**src/rtl/sub_pkg.sv**
```systemverilog
// Shared types and constants for the bit-serial subtractor.
package sub_pkg;

  typedef enum logic [1:0] {
    IDLE = 2'd0,
    RUN  = 2'd1,
    DONE = 2'd2
  } sub_state_t;

  localparam int SUB_WIDTH_DEF = 4;

endpackage

```
**src/rtl/full_subtractor.sv**
```systemverilog
// One-bit full subtractor: d = x - y - br, with borrow-out bo.
module full_subtractor (
  input  logic x,
  input  logic y,
  input  logic br,
  output logic d,
  output logic bo
);

  // Difference bit and borrow generation/propagation
  always_comb begin
    d  = x ^ y ^ br;
    bo = (~x & y) | (~(x ^ y) & br);
  end

endmodule

```
**src/rtl/serial_ripple_subtractor.sv**
```systemverilog
// Bit-serial subtractor: a - b - bin, one bit per clock, LSB first.
// Optional signed-overflow output is built when SUB_OVF_EN is defined.
module serial_ripple_subtractor
  import sub_pkg::*;
#(
  parameter int WIDTH = SUB_WIDTH_DEF
) (
  input  logic             clk,
  input  logic             rst,
  input  logic             in_valid,
  output logic             in_ready,
  input  logic [WIDTH-1:0] a,
  input  logic [WIDTH-1:0] b,
  input  logic             bin,
  output logic             out_valid,
  input  logic             out_ready,
  output logic [WIDTH-1:0] diff,
  output logic             bout
`ifdef SUB_OVF_EN
  ,
  output logic             ovf
`endif
);

  localparam int IW = $clog2(WIDTH) + 1;
  localparam logic [IW-1:0] LAST_IDX = IW'(WIDTH - 1);

  sub_state_t       state_q, state_d;
  logic [WIDTH-1:0] a_q, a_d;
  logic [WIDTH-1:0] b_q, b_d;
  logic             br_q, br_d;
  logic [IW-1:0]    idx_q, idx_d;
  logic [WIDTH-1:0] diff_q, diff_d;
  logic             bout_q, bout_d;
  logic             fs_d, fs_bo;
`ifdef SUB_OVF_EN
  logic             amsb_q, amsb_d;
  logic             bmsb_q, bmsb_d;
  logic             ovf_q, ovf_d;
`endif

  // Single serial bit slice: operates on the current LSBs of the shifters
  full_subtractor u_fs (
    .x  (a_q[0]),
    .y  (b_q[0]),
    .br (br_q),
    .d  (fs_d),
    .bo (fs_bo)
  );

  // Next-state and datapath updates; defaults hold every register
  always_comb begin
    state_d = state_q;
    a_d     = a_q;
    b_d     = b_q;
    br_d    = br_q;
    idx_d   = idx_q;
    diff_d  = diff_q;
    bout_d  = bout_q;
`ifdef SUB_OVF_EN
    amsb_d  = amsb_q;
    bmsb_d  = bmsb_q;
    ovf_d   = ovf_q;
`endif
    case (state_q)
      IDLE: begin
        if (in_valid) begin
          a_d     = a;
          b_d     = b;
          br_d    = bin;
          idx_d   = '0;
          diff_d  = '0;
`ifdef SUB_OVF_EN
          amsb_d  = a[WIDTH-1];
          bmsb_d  = b[WIDTH-1];
`endif
          state_d = RUN;
        end
      end
      RUN: begin
        // Result bits enter at the MSB and shift down, so bit i lands at
        // position i after WIDTH steps without a variable-index write.
        diff_d = {fs_d, diff_q[WIDTH-1:1]};
        a_d    = a_q >> 1;
        b_d    = b_q >> 1;
        br_d   = fs_bo;
        idx_d  = idx_q + 1'b1;
        if (idx_q == LAST_IDX) begin
          bout_d  = fs_bo;
`ifdef SUB_OVF_EN
          // fs_d is the final MSB of the difference
          ovf_d   = (amsb_q != bmsb_q) & (fs_d != amsb_q);
`endif
          state_d = DONE;
        end
      end
      DONE: begin
        if (out_ready) begin
`ifdef SUB_OVF_EN
          ovf_d   = 1'b0;
`endif
          state_d = IDLE;
        end
      end
      default: state_d = IDLE;
    endcase
  end

  // State and datapath registers, cleared by async reset
  always_ff @(posedge clk or posedge rst) begin
    if (rst) begin
      state_q <= IDLE;
      a_q     <= '0;
      b_q     <= '0;
      br_q    <= 1'b0;
      idx_q   <= '0;
      diff_q  <= '0;
      bout_q  <= 1'b0;
`ifdef SUB_OVF_EN
      amsb_q  <= 1'b0;
      bmsb_q  <= 1'b0;
      ovf_q   <= 1'b0;
`endif
    end else begin
      state_q <= state_d;
      a_q     <= a_d;
      b_q     <= b_d;
      br_q    <= br_d;
      idx_q   <= idx_d;
      diff_q  <= diff_d;
      bout_q  <= bout_d;
`ifdef SUB_OVF_EN
      amsb_q  <= amsb_d;
      bmsb_q  <= bmsb_d;
      ovf_q   <= ovf_d;
`endif
    end
  end

  assign in_ready  = (state_q == IDLE);
  assign out_valid = (state_q == DONE);
  assign diff      = diff_q;
  assign bout      = bout_q;
`ifdef SUB_OVF_EN
  assign ovf       = ovf_q;
`endif

endmodule

```
**config.mk**
```make
export PLATFORM = sky130hd
export DESIGN_NAME = serial_ripple_subtractor
export DESIGN_NICKNAME = d
export VERILOG_FILES = /design/src/rtl/sub_pkg.sv /design/src/rtl/full_subtractor.sv /design/src/rtl/serial_ripple_subtractor.sv
export SDC_FILE = /design/constraint.sdc
export NUM_CORES = 1
export LEC_CHECK = 0
export ABC_AREA = 1
export CAP_MARGIN = 25
export CORE_MARGIN = 5
export CORE_UTILIZATION = 28
export DETAILED_ROUTE_END_ITERATION = 8
export PLACE_DENSITY = 0.56
export SYNTH_ARGS = -nofsm -noshare
export SYNTH_HDL_FRONTEND = slang
export SYNTH_SLANG_ARGS = --single-unit
```
**constraint.sdc**
```tcl
create_clock -name clk -period 2.8 [get_ports clk]
set_input_delay 0.28 -clock clk [delete_from_list [all_inputs] [get_ports clk]]
set_output_delay 0.28 -clock clk [all_outputs]
set_load 0.05 [all_outputs]
```
==> results of run 1 <==
-- cell usage after synthesis --
cell type / n
sky130_fd_sc_hd__buf_2: 1
sky130_fd_sc_hd__nor2_4: 1
sky130_fd_sc_hd__inv_2: 2
sky130_fd_sc_hd__o21ai_2: 3
sky130_fd_sc_hd__nand2_4: 2
sky130_fd_sc_hd__o21ai_1: 1
sky130_fd_sc_hd__fa_1: 1
sky130_fd_sc_hd__o21ai_0: 3
sky130_fd_sc_hd__a21oi_1: 1
sky130_fd_sc_hd__ha_1: 2
sky130_fd_sc_hd__buf_4: 1
sky130_fd_sc_hd__o31ai_1: 1
sky130_fd_sc_hd__buf_12: 1
sky130_fd_sc_hd__a21oi_4: 1
sky130_fd_sc_hd__nor2_1: 3
sky130_fd_sc_hd__nand2_1: 42
sky130_fd_sc_hd__dfrtp_1: 19
sky130_fd_sc_hd__nand3_1: 3
sky130_fd_sc_hd__nand3_2: 7
sky130_fd_sc_hd__inv_1: 18
-- stage by stage --
step	hold WS, ns	instance area [µm²]	setup WS [ns]	cells	util [%]
after detailed placement	0.467	1210	0.868	175	35.6
after global routing	0.452	1230	0.397	179	36.4
after global placement	0.458	1210	0.890	175	35.6
after floorplan	0.231	991	1.23	113	-
after CTS	0.411	1230	0.514	179	36.4
final	0.385	1230	0.546	179	36.4
-- cells in the final DEF, fill, tap and decap left out, types with 2 or more instances in the layout --
cell / count
sky130_fd_sc_hd__inv_1: 18
sky130_fd_sc_hd__clkbuf_4: 3
sky130_fd_sc_hd__dfrtp_1: 19
sky130_fd_sc_hd__nor2_1: 3
sky130_fd_sc_hd__nand2_4: 2
sky130_fd_sc_hd__nand3_1: 3
sky130_fd_sc_hd__nand2_1: 42
sky130_fd_sc_hd__o21ai_2: 3
sky130_fd_sc_hd__ha_1: 2
sky130_fd_sc_hd__o21ai_0: 3
sky130_fd_sc_hd__nand3_2: 7
sky130_fd_sc_hd__clkdlybuf4s50_1: 19
sky130_fd_sc_hd__inv_2: 2
-- flip-flops by register name, indices dropped and copies added, names as in the netlist --
signal and count:
br_q 1, state_q 2, bout 1, diff 4, idx_q 3, b_q 4
a_q 4
-- worst max path at each step --
stage	from	endpoint	slack (ns)
after detailed placement	state_q[0]	in_ready	0.87
after CTS	state_q[0]	in_ready	0.51
after floorplan	state_q[0]	out_valid	1.23
after global placement	state_q[0]	in_ready	0.89
after global routing	state_q[0]	in_ready	0.40
final	state_q[0]	in_ready	0.55
-- metal layers --
metal  up-vias  track usage [%]  wire (µm)
met1       329             10.0        843
met2        15             15.4        955
met5         -                0          0
met4         0             5.21         42
met3         4             1.16         57
li1        384                -          -
-- power by group through the flow --
stage | Sequential [W] | Clock [W] | Combinational [W]
5_1_grt | 0.000519 | 0.000158 | 0.000901
4_1_cts | 0.000503 | 0.000146 | 0.000810
3_3_place_gp | 0.000504 | 0 | 0.000799
3_5_place_dp | 0.000509 | 0 | 0.000809
6_report | 0.000500 | 0.000139 | 0.000790
2_1_floorplan | 0.000593 | 0 | 0.000549
-- worst register-to-register path, cell delays in order (launching register included) --
cell and delay (ns):
sky130_fd_sc_hd__dfrtp_1 0.57, sky130_fd_sc_hd__o21ai_2 0.54, sky130_fd_sc_hd__nand2_1 0.11, sky130_fd_sc_hd__o21ai_0 0.10
-- kinds of logic after synthesis --
family / Yosys count
adders and majority gates: 3
AOI/OAI and AO/OA: 10
DFF: 19
and+or+nand+nor: 58
buffers and inverters: 23
-- layout make-up --
| class | instances | area share [%] |
|---|---|---|
| clock buffers | 3 | 1.83 |
| well taps | 46 | 4.67 |
| flip-flops and latches | 19 | 38.5 |
| multi-input cells | 71 | 33.1 |
| repair buffers | 19 | 15.4 |
| clock inverters | 1 | 0.406 |
| inverters | 20 | 6.09 |
==> out/results.ini, run 1 <==
[status]
run_status = finished, final reports clean

[yosys]
yosysSeqAreaShare_pct = 48.0
yosysWarningCount = 0
synthesis.area_per_instance_um2 = 8.77
synth.top_cells.by_area = sky130_fd_sc_hd__dfrtp_1, sky130_fd_sc_hd__nand2_1, sky130_fd_sc_hd__nand3_2, sky130_fd_sc_hd__inv_1, sky130_fd_sc_hd__o21ai_2
synth-compound-area-share_pct = 7.58
synth_area_leader_cell = sky130_fd_sc_hd__dfrtp_1
syn-instance-count = 113
synth_fa_ha_area_share_pct = 4.55
synth_simple_gate_area_share_pct = 29.0
synth_xor_xnor_area_share_pct = 0
post_synth_num_cell_types = 20
yosys.area.top_type_share_pct = 48.0
mappedNetlistNets = 129
syn-cell-area_um2 = 991
ys_ff_latch = 19
synth_top_family_by_area = simple AND/OR/NAND/NOR gates
synth_mux_area_share_pct = 0

[worst_setup_path]
worstPathMaxFanout = 14
timing.reg2reg.worst_path_depth = 3
worst-endpoint-arrival_ns = 1.97
critical_path.max_stage_delay_ns = 0.84
timing_worst_setup_path_type = flop to primary output
start_kind = flop
r2r-end = idx_q[2]
crit-reg2reg-launch = state_q[0]
timing.critical_path.cells = nor2_1 > clkdlybuf4s50_1
crit_family = buffers and inverters
critical_path_buf_inv_count = 1
critical_path.slowest_cell = sky130_fd_sc_hd__clkdlybuf4s50_1
critPathRequiredTime_ns = 2.52
timing.critical_path.to_type = primary output
timing.critical_path.depth = 2
rrSetupSlack_ns = 1.42

[sta]
rel_slew_slack_pct = 51.3
grt_setup_unrepaired = no
fmaxAchievable_mhz = 444
fin_setup_tns_ns = 0
tightestPinTransition_ns = 0.729
finish_stage_setup_viols = 0
shortest_period_the_worst_path_allows_ns = 2.25
fin_crit_sh_pct = 80.5
finalMaxSlewViolations = 0
timing_hold_violations_final = 0
clock_skew_ns = 0.00809

[global_route]
overflow_left_after_global_routing = 0
antenna_violations_before_repair = 0
grt_start_max_net_pins = 20
grt_pass1_wl_um = 3420
gr-usage-all-layers_pct = 8.75
grt_pass1_vias = 803

[power_and_ir_drop]
pwr-share-seq_pct = 35.0
power.total_w = 0.00143
power_switching_w = 0.000688
power_dens_cells_mw_per_mm2 = 1160
p_comb_share_pct = 55.3
power.internal_w = 0.000741
sw_frac_of_total_pct = 48.1
power.leakage_nw = 0.631
worst_ir_drop_vdd_v = 0.000232
clock_power_share_pct = 9.8

[drt]
detail_route.drc_violations = 0
postRouteAntennaNets = 0
detailedRoute.firstIterationViolations = 31
drtPass1Iterations = 4
post_drt_wl_per_cell_um = 10.6
route.vias.total = 732
routed_via_density = 4.09
sum_of_routed_wire_length_over_all_layers_um = 1900

[clock_tree]
clk_sink_count = 19
postCtsSetupRepairBufs = 0
number_of_gates_resized_after_cts = 0
numCtsBuffers = 3
clk_pin_slew_ns = 0.11
insertion_delay_ns = 0.30
cts_root_buffer = sky130_fd_sc_hd__clkbuf_4
cts_hold_buffers = 0
clock_tree_buffer_depth = 2
cts_tree = done
htreeDepth = 1

[final_layout]
count_of_fill_cells_added_during_filler_insertion = 363
post_route_cells_drive_above_1_share_pct = 15.0
nets = 150
seq_area_um2 = 475
area_delta_synth_final_pct = 24.5
multi_input_comb_area_um2 = 408
diode_insertion_count_for_antenna_repair = 0

[floorplan]
fp.coreArea_mm2 = 0.00339
dieHeight_um = 69.5
boundaryPins = 20
initial_core_util_pct = 29.2
design.die.area_mm2 = 0.00483
num_rows = 21
fp.dieW_um = 69.5

[min_path]
min_delay_worst_type = input pin to asynchronous set/reset pin

[job]
cap_viol_max_count = 0

[placement]
hpwl_um = 1460
port-buffer-count = 19
gp_routability_congestion = 0.700

(Power assumes the default switching activity.)
==> run 2: changes to the inputs <==
- PLACE_DENSITY: 0.56 -> 0.57
- clock period: 2.8 -> 1.9 ns (I/O delays scaled with it)
==> run 2 against run 1 <==
Register-to-register slack worse by 0.93 ns. Sequential power is 49% higher. Sequential cell count stayed put. Via count is 2.9% higher. Die area stayed put. Global-route usage hardly changed. Hold slack worse by 0.19 ns. Power is 50% higher. Routed wire length is 0.26% higher. Final area is 1.2% higher. Critical path depth is 1 lower. Highest routed layer unchanged.
==> out/results.ini, run 2 (same netlist as run 1, synthesis figures left out) <==
[drt]
post_drt_wl_per_cell_um = 10.6  ; about the same
routed_via_density = 4.18  ; was 4.09
route.vias.total = 753  ; was 732
sum_of_routed_wire_length_over_all_layers_um = 1900  ; about the same
drtPass1Iterations = 4  ; unchanged
postRouteAntennaNets = 0  ; unchanged
detail_route.drc_violations = 0  ; unchanged
detailedRoute.firstIterationViolations = 32  ; was 31

[power_and_ir_drop]
power.leakage_nw = 0.643  ; was 0.631 nW
worst_ir_drop_vdd_v = 0.000353  ; was 0.000232 V
power_dens_cells_mw_per_mm2 = 1720  ; was 1160 mW/mm²

[worst_setup_path]
timing.critical_path.cells = clkdlybuf4s50_1  ; was nor2_1 > clkdlybuf4s50_1
rrSetupSlack_ns = 0.49  ; was 1.42 ns
timing_worst_setup_path_type = flop to primary output  ; unchanged
critPathRequiredTime_ns = 1.71  ; was 2.52 ns
worstPathMaxFanout = 3  ; was 14
crit-reg2reg-launch = state_q[0]  ; unchanged
crit_family = buffers and inverters  ; unchanged
timing.reg2reg.worst_path_depth = 3  ; unchanged
timing.critical_path.to_type = primary output  ; unchanged
critical_path_buf_inv_count = 1  ; unchanged
start_kind = flop  ; unchanged
worst-endpoint-arrival_ns = 1.48  ; was 1.97 ns
critical_path.slowest_cell = sky130_fd_sc_hd__clkdlybuf4s50_1  ; unchanged
r2r-end = diff[0]  ; was idx_q[2]
critical_path.max_stage_delay_ns = 0.81  ; was 0.84 ns

[placement]
port-buffer-count = 19  ; unchanged
dpl_worst_slack_ns = 0.468  ; was 0.868 ns
gp_routability_congestion = 0.779  ; was 0.700
placement.cell_area_mm2 = 0.00122  ; was 0.00121 mm²
hpwl_um = 1440  ; was 1460 µm

[global_route]
antenna_violations_before_repair = 0  ; unchanged
groute.layer.met3.usage_pct = 1.59  ; was 1.16%
grt_pass1_wl_um = 3540  ; was 3420 µm
overflow_left_after_global_routing = 0  ; unchanged
gr-usage-all-layers_pct = 8.74  ; was 8.75%
grt_start_max_net_pins = 20  ; unchanged
gr-usage-met2_pct = 14.9  ; was 15.4%
grt.busiest_layer = met2  ; unchanged
grt_use_met1_pct = 10.9  ; was 10.0%
grt_pass1_vias = 793  ; was 803

[final_layout]
area_delta_synth_final_pct = 26.0  ; was 24.5%
mostFrequentLayoutCell = sky130_fd_sc_hd__nand2_1  ; unchanged
finish.utilization_pct = 36.8  ; was 36.4%
diode_insertion_count_for_antenna_repair = 0  ; unchanged
layout_common_cells = sky130_fd_sc_hd__nand2_1, sky130_fd_sc_hd__dfrtp_1, sky130_fd_sc_hd__inv_1, sky130_fd_sc_hd__clkdlybuf4s50_1, sky130_fd_sc_hd__nand3_2  ; was sky130_fd_sc_hd__nand2_1, sky130_fd_sc_hd__dfrtp_1, sky130_fd_sc_hd__clkdlybuf4s50_1, sky130_fd_sc_hd__inv_1, sky130_fd_sc_hd__nand3_2
post_route_cells_drive_above_1_share_pct = 17.2  ; was 15.0%
nets = 151  ; was 150
finalInstanceArea_mm2 = 0.00125  ; was 0.00123 mm²
count_of_fill_cells_added_during_filler_insertion = 370  ; was 363

[clock_tree]
htreeDepth = 1  ; unchanged
clock_tree_buffer_depth = 2  ; unchanged
number_of_gates_resized_after_cts = 0  ; unchanged
cts_hold_buffers = 0  ; unchanged
postCtsSetupRepairBufs = 0  ; unchanged
insertion_delay_ns = 0.29  ; was 0.30 ns
clk_sink_count = 19  ; unchanged
numCtsBuffers = 3  ; unchanged
clk_pin_slew_ns = 0.11  ; about the same
cts_root_buffer = sky130_fd_sc_hd__clkbuf_4  ; unchanged
cts_tree = done  ; unchanged

[sta]
setup_ws_ns = 0.226  ; was 0.546 ns
rel_slew_slack_pct = 63.6  ; was 51.3%
grt_setup_unrepaired = no  ; unchanged
fin_setup_tns_ns = 0  ; unchanged
tightestPinTransition_ns = 0.546  ; was 0.729 ns
timing_hold_violations_final = 0  ; unchanged
whs_ns = 0.197  ; was 0.385 ns
fin_crit_sh_pct = 88.1
shortest_period_the_worst_path_allows_ns = 1.67
finalMaxSlewViolations = 0  ; unchanged
fmaxAchievable_mhz = 597
finish_stage_setup_viols = 0  ; unchanged
clock_skew_ns = 0.00816  ; was 0.00809 ns

[floorplan]
design.die.area_mm2 = 0.00483  ; unchanged
dieHeight_um = 69.5  ; unchanged
num_rows = 21  ; unchanged
initial_core_util_pct = 29.2  ; unchanged
fp.dieW_um = 69.5  ; unchanged
boundaryPins = 20  ; unchanged
fp.coreArea_mm2 = 0.00339  ; unchanged

[job]
cap_viol_max_count = 0  ; unchanged

[status]
run_status = finished, final reports clean  ; unchanged

[min_path]
min_delay_worst_type = input pin to asynchronous set/reset pin  ; unchanged

==> run 2: cell types whose count changed in the layout (fill, tap and decap cells not counted) <==
cell,before,now
sky130_fd_sc_hd__buf_4,0,2
sky130_fd_sc_hd__clkdlybuf4s50_1,19,17
sky130_fd_sc_hd__buf_12,0,1
==> run 2: stage by stage <==
stage	power, W	std cells
after global placement	0.00195	176
after CTS	0.00218	180
after global routing	0.00235	180
final	0.00215	180
after floorplan	0.00168	113
after detailed placement	0.00198	176
==> run 2: worst max path at each step <==
stage	startpoint	end	slack, ns	cells after the start
2_1_floorplan	state_q[0]	b_q[3]	0.40	3
3_3_place_gp	in_valid	br_q	0.52	4
3_5_place_dp	in_valid	diff[0]	0.47	4
4_1_cts	diff[2]	diff[2]	0.20	1
5_1_grt	diff[2]	diff[2]	0.15	1
6_report	diff[2]	diff[2]	0.23	1
==> run 2: layout make-up <==
cell class                 instances  area (µm²)  share of cell area (%)
clock buffer                       3        22.5                    1.80
clock inverter                     1        5.00                   0.401
inverter                          20        75.1                    6.01
multi-input combinational         71         408                    32.7
sequential                        19         475                    38.1
tap                               46        57.6                    4.61
timing repair buffer              20         205                    16.4
==> run 2: where the power goes <==
group	total [W]	internal [W]	switching (W)
registers	0.000745	0.000592	0.000153
clock network	0.000202	0.0000782	0.000124
logic	0.00120	0.000444	0.000755
total	0.00215	0.00111	0.00103
==> run 2: per-layer routing <==
metal | wire length (µm) | part of all wire (%) | up-vias
met3 | 65 | 3.4 | 2
met2 | 949 | 50 | 13
met4 | 20 | 1.1 | 0
met5 | 0 | 0 | -
li1 | - | - | 383
met1 | 868 | 46 | 355
